==> src/rtl/alu_pkg.sv <==
`default_nettype none
// ============================================================================
//  Module      : alu_pkg
//  Description : Shared types and constants for the nibble-serial 74181 ALU:
//                FSM state encoding, common function selects and mode values.
//  Revision    : 1.0 - initial release
// ============================================================================
package alu_pkg;

    // Controller states; explicit 2-bit encoding
    typedef enum logic [1:0] {
        IDLE = 2'd0,
        BUSY = 2'd1,
        DONE = 2'd2
    } state_t;

    // Frequently used 74181 function selects (active-high data)
    localparam logic [3:0] S_PASS_A = 4'b0000;
    localparam logic [3:0] S_SUB_M1 = 4'b0110;
    localparam logic [3:0] S_ADD    = 4'b1001;
    localparam logic [3:0] S_ONES   = 4'b1100;

    // Mode select
    localparam logic M_LOGIC = 1'b1;
    localparam logic M_ARITH = 1'b0;

endpackage
`default_nettype wire

==> src/rtl/alu_nibble.sv <==
`default_nettype none
// ============================================================================
//  Module      : alu_nibble
//  Description : Combinational 4-bit 74181 slice, active-high data, active-low
//                carry in/out. Sole owner of the function table.
//  Revision    : 1.0 - initial release
// ============================================================================
module alu_nibble (
    input  logic [3:0] s,
    input  logic [3:0] a,
    input  logic [3:0] b,
    input  logic       m,
    input  logic       cn,
    output logic [3:0] f,
    output logic       cn4
);

    // The 74181 reduces every function to two per-bit terms: arithmetic adds
    // them (plus carry), logic mode takes the inverted XOR of them.
    logic [3:0] w_x;
    logic [3:0] w_y;
    logic [4:0] w_sum;

    // Operand term generation, arithmetic sum and mode mux
    always_comb begin
        w_x   = a | (b & {4{s[0]}}) | (~b & {4{s[1]}});
        w_y   = (a & ~b & {4{s[2]}}) | (a & b & {4{s[3]}});
        w_sum = {1'b0, w_x} + {1'b0, w_y} + {4'b0000, ~cn};
        if (m) begin
            f   = ~(w_x ^ w_y);
            cn4 = 1'b1;
        end else begin
            f   = w_sum[3:0];
            cn4 = ~w_sum[4];
        end
    end

endmodule
`default_nettype wire

==> src/rtl/serial_alu.sv <==
`default_nettype none
// ============================================================================
//  Module      : serial_alu
//  Description : WIDTH-bit 74181-style ALU evaluated one nibble per cycle,
//                LSB first, through a single slice. Valid/ready on both sides,
//                registered result and flags. WIDTH must be a multiple of 4.
//  Revision    : 1.0 - initial release
// ============================================================================
module serial_alu
    import alu_pkg::*;
#(
    parameter int WIDTH = 16
) (
    input  logic             clk,
    input  logic             rst_n,
    input  logic             in_valid,
    output logic             in_ready,
    input  logic [3:0]       s,
    input  logic             m,
    input  logic             cn,
    input  logic [WIDTH-1:0] a,
    input  logic [WIDTH-1:0] b,
    output logic             out_valid,
    input  logic             out_ready,
    output logic [WIDTH-1:0] f,
    output logic             cn4,
    output logic             aeqb,
    output logic             zero
);

    localparam int NIB   = WIDTH / 4;
    // Keep the index at least one bit wide so WIDTH=4 still elaborates
    localparam int IDX_W = (NIB > 1) ? $clog2(NIB) : 1;
    localparam logic [IDX_W-1:0] C_LAST_IDX = IDX_W'(NIB - 1);

    state_t             r_state;
    state_t             w_state_next;
    logic [WIDTH-1:0]   r_a;
    logic [WIDTH-1:0]   r_b;
    logic [3:0]         r_s;
    logic               r_m;
    logic               r_carry;
    logic [IDX_W-1:0]   r_idx;
    logic               w_last;
    logic [WIDTH-1:0]   w_a_sh;
    logic [WIDTH-1:0]   w_b_sh;
    logic [3:0]         w_slice_f;
    logic               w_slice_cn4;
    logic [WIDTH-1:0]   w_f_next;

    // Current nibble of each latched operand, selected by the nibble index
    always_comb begin
        w_a_sh = r_a >> {r_idx, 2'b00};
        w_b_sh = r_b >> {r_idx, 2'b00};
        w_last = (r_idx == C_LAST_IDX);
    end

    alu_nibble u_slice (
        .s   (r_s),
        .a   (w_a_sh[3:0]),
        .b   (w_b_sh[3:0]),
        .m   (r_m),
        .cn  (r_carry),
        .f   (w_slice_f),
        .cn4 (w_slice_cn4)
    );

    // Result with the current nibble merged in at the index position
    generate
        for (genvar gi = 0; gi < NIB; gi++) begin : g_nib
            assign w_f_next[4*gi +: 4] = (r_idx == IDX_W'(gi)) ? w_slice_f
                                                                : f[4*gi +: 4];
        end
    endgenerate

    // State register
    always_ff @(posedge clk) begin
        if (!rst_n) begin
            r_state <= IDLE;
        end else begin
            r_state <= w_state_next;
        end
    end

    // Next-state decode and handshake outputs
    always_comb begin
        w_state_next = r_state;
        in_ready     = 1'b0;
        out_valid    = 1'b0;
        case (r_state)
            IDLE: begin
                in_ready = 1'b1;
                if (in_valid) begin
                    w_state_next = BUSY;
                end
            end
            BUSY: begin
                if (w_last) begin
                    w_state_next = DONE;
                end
            end
            DONE: begin
                out_valid = 1'b1;
                if (out_ready) begin
                    w_state_next = IDLE;
                end
            end
            default: begin
                w_state_next = IDLE;
            end
        endcase
    end

    // Operand capture, nibble sequencing, carry ripple, result and flags
    always_ff @(posedge clk) begin
        if (!rst_n) begin
            r_a     <= '0;
            r_b     <= '0;
            r_s     <= S_PASS_A;
            r_m     <= M_ARITH;
            r_carry <= 1'b1;
            r_idx   <= '0;
            f       <= '0;
            cn4     <= 1'b1;
            aeqb    <= 1'b0;
            zero    <= 1'b0;
        end else begin
            case (r_state)
                IDLE: begin
                    if (in_valid) begin
                        r_a     <= a;
                        r_b     <= b;
                        r_s     <= s;
                        r_m     <= m;
                        r_carry <= cn;
                        r_idx   <= '0;
                    end
                end
                BUSY: begin
                    f       <= w_f_next;
                    r_carry <= w_slice_cn4;
                    r_idx   <= r_idx + IDX_W'(1);
                    // Flags come from the complete result, so latch them with
                    // the last nibble
                    if (w_last) begin
                        cn4  <= (r_m == M_LOGIC) ? 1'b1 : w_slice_cn4;
                        aeqb <= &w_f_next;
                        zero <= ~|w_f_next;
                    end
                end
                default: begin
                end
            endcase
        end
    end

endmodule
`default_nettype wire

==> config.mk <==
export PLATFORM = sky130hd
export DESIGN_NAME = serial_alu
export DESIGN_NICKNAME = d
export VERILOG_FILES = /design/src/rtl/alu_pkg.sv /design/src/rtl/alu_nibble.sv /design/src/rtl/serial_alu.sv
export SDC_FILE = /design/constraint.sdc
export NUM_CORES = 1
export LEC_CHECK = 0
export ABC_CLOCK_PERIOD_IN_PS = 4000
export BUFFER_PORTS_ARGS = -buffer_cell sky130_fd_sc_hd__buf_2
export CELL_PAD_IN_SITES_DETAIL_PLACEMENT = 1
export CELL_PAD_IN_SITES_GLOBAL_PLACEMENT = 2
export CORE_UTILIZATION = 32
export CTS_CLUSTER_SIZE = 24
export DETAILED_ROUTE_END_ITERATION = 16
export HOLD_SLACK_MARGIN = 0.03
export PLACE_DENSITY_LB_ADDON = 0.1
export SKIP_LAST_GASP = 1
export SLEW_MARGIN = 20
export SYNTH_ARGS = -nofsm -noshare
export SYNTH_HDL_FRONTEND = slang
export SYNTH_SLANG_ARGS = --single-unit
==> constraint.sdc <==
create_clock -name clk -period 4 [get_ports clk]
set_input_delay 0.8 -clock clk [delete_from_list [all_inputs] [get_ports clk]]
set_output_delay 0.8 -clock clk [all_outputs]
set_load 0.05 [all_outputs]
==> results by group <==
Placement
  • PortBufs: 62
  • DP Wirelength: 5680 um
  • Gpl congestion: 0.716
  • Setup slack at placement: 0.718 ns

Clock tree
  • Number of buffers created by CTS: 9
  • Later-pin clock latency in the skew report: 0.34 ns
  • Root cell of the clock tree: clkbuf_8
  • Cts hold-fix bufs: 0
  • CTS max path bufs: 2
  • Setup Fix Bufs, Post-CTS: 0
  • CTS resizes: 0
  • Maximum level of the CTS H-tree: 3
  • Clock tree from TritonCTS: built
  • Clock sink total: 61
  • CTS clock-pin slew for the worst setup and hold paths: 0.07 ns

Synth
  • XOR/XNOR Fraction of Synth Area: 0.831%
  • Post-synth EDFFs: 0
  • Synth top area share: 40.5%
  • Seq/Total Area, Yosys: 40.5%
  • Flops & latches, synth: 61
  • Synth top area cells: dfxtp_1 41%, a21boi_0 14%, nand2_1 12%, mux4_2 6.0%, ha_1 3.3%
  • Netlist cell types: 40
  • Syn_area_per_cell: 8.75 um^2
  • Largest family of logic cells by synthesized area: simple AND/OR/NAND/NOR gates
  • Post-Synth Simple-Gate Area: 21.6%
  • Cell count after synthesis: 344
  • Synth Area in Compound Gates: 19.0%
  • Post-synth top flop: dfxtp_1
  • Synth Area in Adders: 4.65%
  • Post-synth ARST share: 0%
  • Synth Cell Area: 0.00301 mm^2
  • Yosys top cell by area: dfxtp_1
  • Synth Warn #: 0
  • Syn nets: 396
  • Multiplexer area fraction after synthesis: 8.31%

STA
  • Fin crit period: 3.23 ns
  • Final setup margin: 0.768 ns
  • Final Setup Violations: 0
  • Worst slew margin: 52.8%
  • Fmax: 309 MHz
  • TNS Setup: 0 ns
  • Slew @ Worst Pin: 0.689 ns
  • Slew Viols, Final: 0
  • Hold Fails Final Rpt: 0
  • RSZ-0062 raised after global routing: false
  • Clk_skew: 0.00783 ns
  • Fin crit share: 80.8%

Floorplanning
  • Die Y: 99.0 um
  • IO Count: 63
  • Cell Rows: 35
  • Initial Util: 32.7%
  • Floorplan core area: 0.00920 mm^2
  • Die footprint: 0.00980 mm^2
  • Die Wd: 99.0 um

Setup path
  • Origin of the critical flop-to-flop path: r_idx[0]
  • Setup Crit Path Kind: reg2reg
  • Cell count along the critical path: 11
  • Crit path from: r_idx[0]
  • Worst path max stage delay: 0.54 ns
  • CP max FO: 9
  • Buffers & Inverters on Critical Path: 3
  • CP delay by family, top: compound AO/OA/AOI/OAI gates
  • Crit start category: flop
  • WP data arrival: 3.48 ns
  • Critical Path RT: 4.25 ns
  • Crit-path cells: buf_4 > mux4_2 > nand2b_1 > inv_1 > fa_1 > inv_1 > fa_1 > nor2_1 > a21oi_1 > o2111ai_1 > o31ai_1
  • Nature of the critical path endpoint: flop
  • Slowest cell on crit path: mux4_2
  • Worst reg2reg path depth: 11

Cells and area
  • Layout cells sized above 1: 23.5%
  • Most frequent cells in the layout: 98 x nand2_1, 62 x buf_2, 61 x dfxtp_1
  • Nets: 451
  • Commonest non-fill, non-tap cell in the layout: nand2_1
  • Area delta synth->final: 19.2%
  • ANT cells: 0
  • Layout fillers: 1115

Worst hold path
  • Hold path startpoint: r_b[15]
  • Hold Path Class: reg2reg
  • Hold Path Stages: 2

GRT
  • GRT Overall Usage: 17.3%
  • Most Used Layer, Global Route: met2
  • GRT met3 Usage: 4.18%
  • GR Overflow Total: 0
  • Initial antenna violation count: 0
  • First-pass GRT wire length: 13200 um
  • Global Route met1 Usage: 22.2%
  • Largest net degree at the start of global routing: 41
  • GRT met2 Usage: 28.5%
  • Number of global-route vias before repair: 2664

Route
  • Avg Vias per Cell: 4.98
  • Pre-antenna DRT Iters: 4
  • Drt initial violations: 45
  • Vias: 2567
  • Post-route antenna net violation count: 0
  • Total wire length: 7710 um
  • Residual DRC count: 0
  • DR WL/cell: 15.0 um

Status
  • Status: complete, no violations

Job
  • Max_cap viols: 0

Power
  • Pwr per Cell Area: 415 mW/mm^2
  • Max VDD drop: 0.205 mV
  • Pleak: 1.48 nW
-- power by group --
part	internal, mW	switching, mW
sequential	0.638	0.0243
clock	0.351	0.242
combinational	0.0927	0.143
total	1.08	0.409
-- layer usage --
metal | part of all wire [%] | vias up
met5 | 0 | -
met4 | 1.3 | 0
met3 | 3.0 | 9
met2 | 46 | 43
met1 | 49 | 1228
li1 | - | 1287
-- area by class of cell --
class	count	area (um^2)	area share, %
clock buffer	12	135	3.76
timing repair buffer	68	355	9.90
clock inverter	4	72.6	2.02
tap	111	139	3.87
inverter	7	26.3	0.732
sequential	61	1220	34.0
multi-input combinational	252	1640	45.7
-- registers in the layout, indices dropped and copies added, names as in the netlist, 2 cells and up --
register  cells
r_b          16
r_s           4
r_state       2
r_a          16
f            16
r_idx         2
-- worst paths after layout --
path / to / slack [ns]
worst max-delay path: aeqb / 0.77
worst min-delay path: r_b[15] / 0.46
worst max register to register: aeqb / 0.77
worst min register to register: r_b[15] / 0.46
-- worst reg2reg max path: cells and delay by family, from the launching register on --
family,cells,cell delay [ns]
compound gates,3,0.92
simple gates,2,0.23
buf+inv,3,0.40
fa+ha+maj,2,0.64
mux,1,0.54
flops,1,0.43
-- logic make-up after synthesis --
family | count (synthesis)
buf+inv | 31
mux | 15
simple gates | 149
flops | 61
xor+xnor | 2
compound gates | 76
fa+ha+maj | 10
-- synth_stat cells (2+ instances only) --
cell,count
nand2_1,98
dfxtp_1,61
a21boi_0,55
nand3_1,20
clkbuf_1,15
nor2b_1,9
ha_1,8
mux4_2,8
nor2_1,8
inv_1,7
mux2i_1,7
nand2b_1,4
a211o_1,3
buf_2,3
buf_4,3
nor3_1,3
o22ai_1,3
a21oi_1,2
a31o_2,2
a31oi_1,2
fa_1,2
nor4_1,2
o2111ai_1,2
-- per-stage QoR --
step	util (%)	hold WS [ns]	power, mW	cells	instance area [um^2]
after floorplan	-	0.440	0.842	344	3010
after global placement	36.8	0.454	0.912	499	3380
after detailed placement	36.8	0.457	0.917	499	3380
after CTS	39.0	0.467	1.52	515	3590
after global routing	39.0	0.484	1.57	515	3590
final	39.0	0.461	1.49	515	3590
No activity file was read; power rests on OpenSTA's default activity.
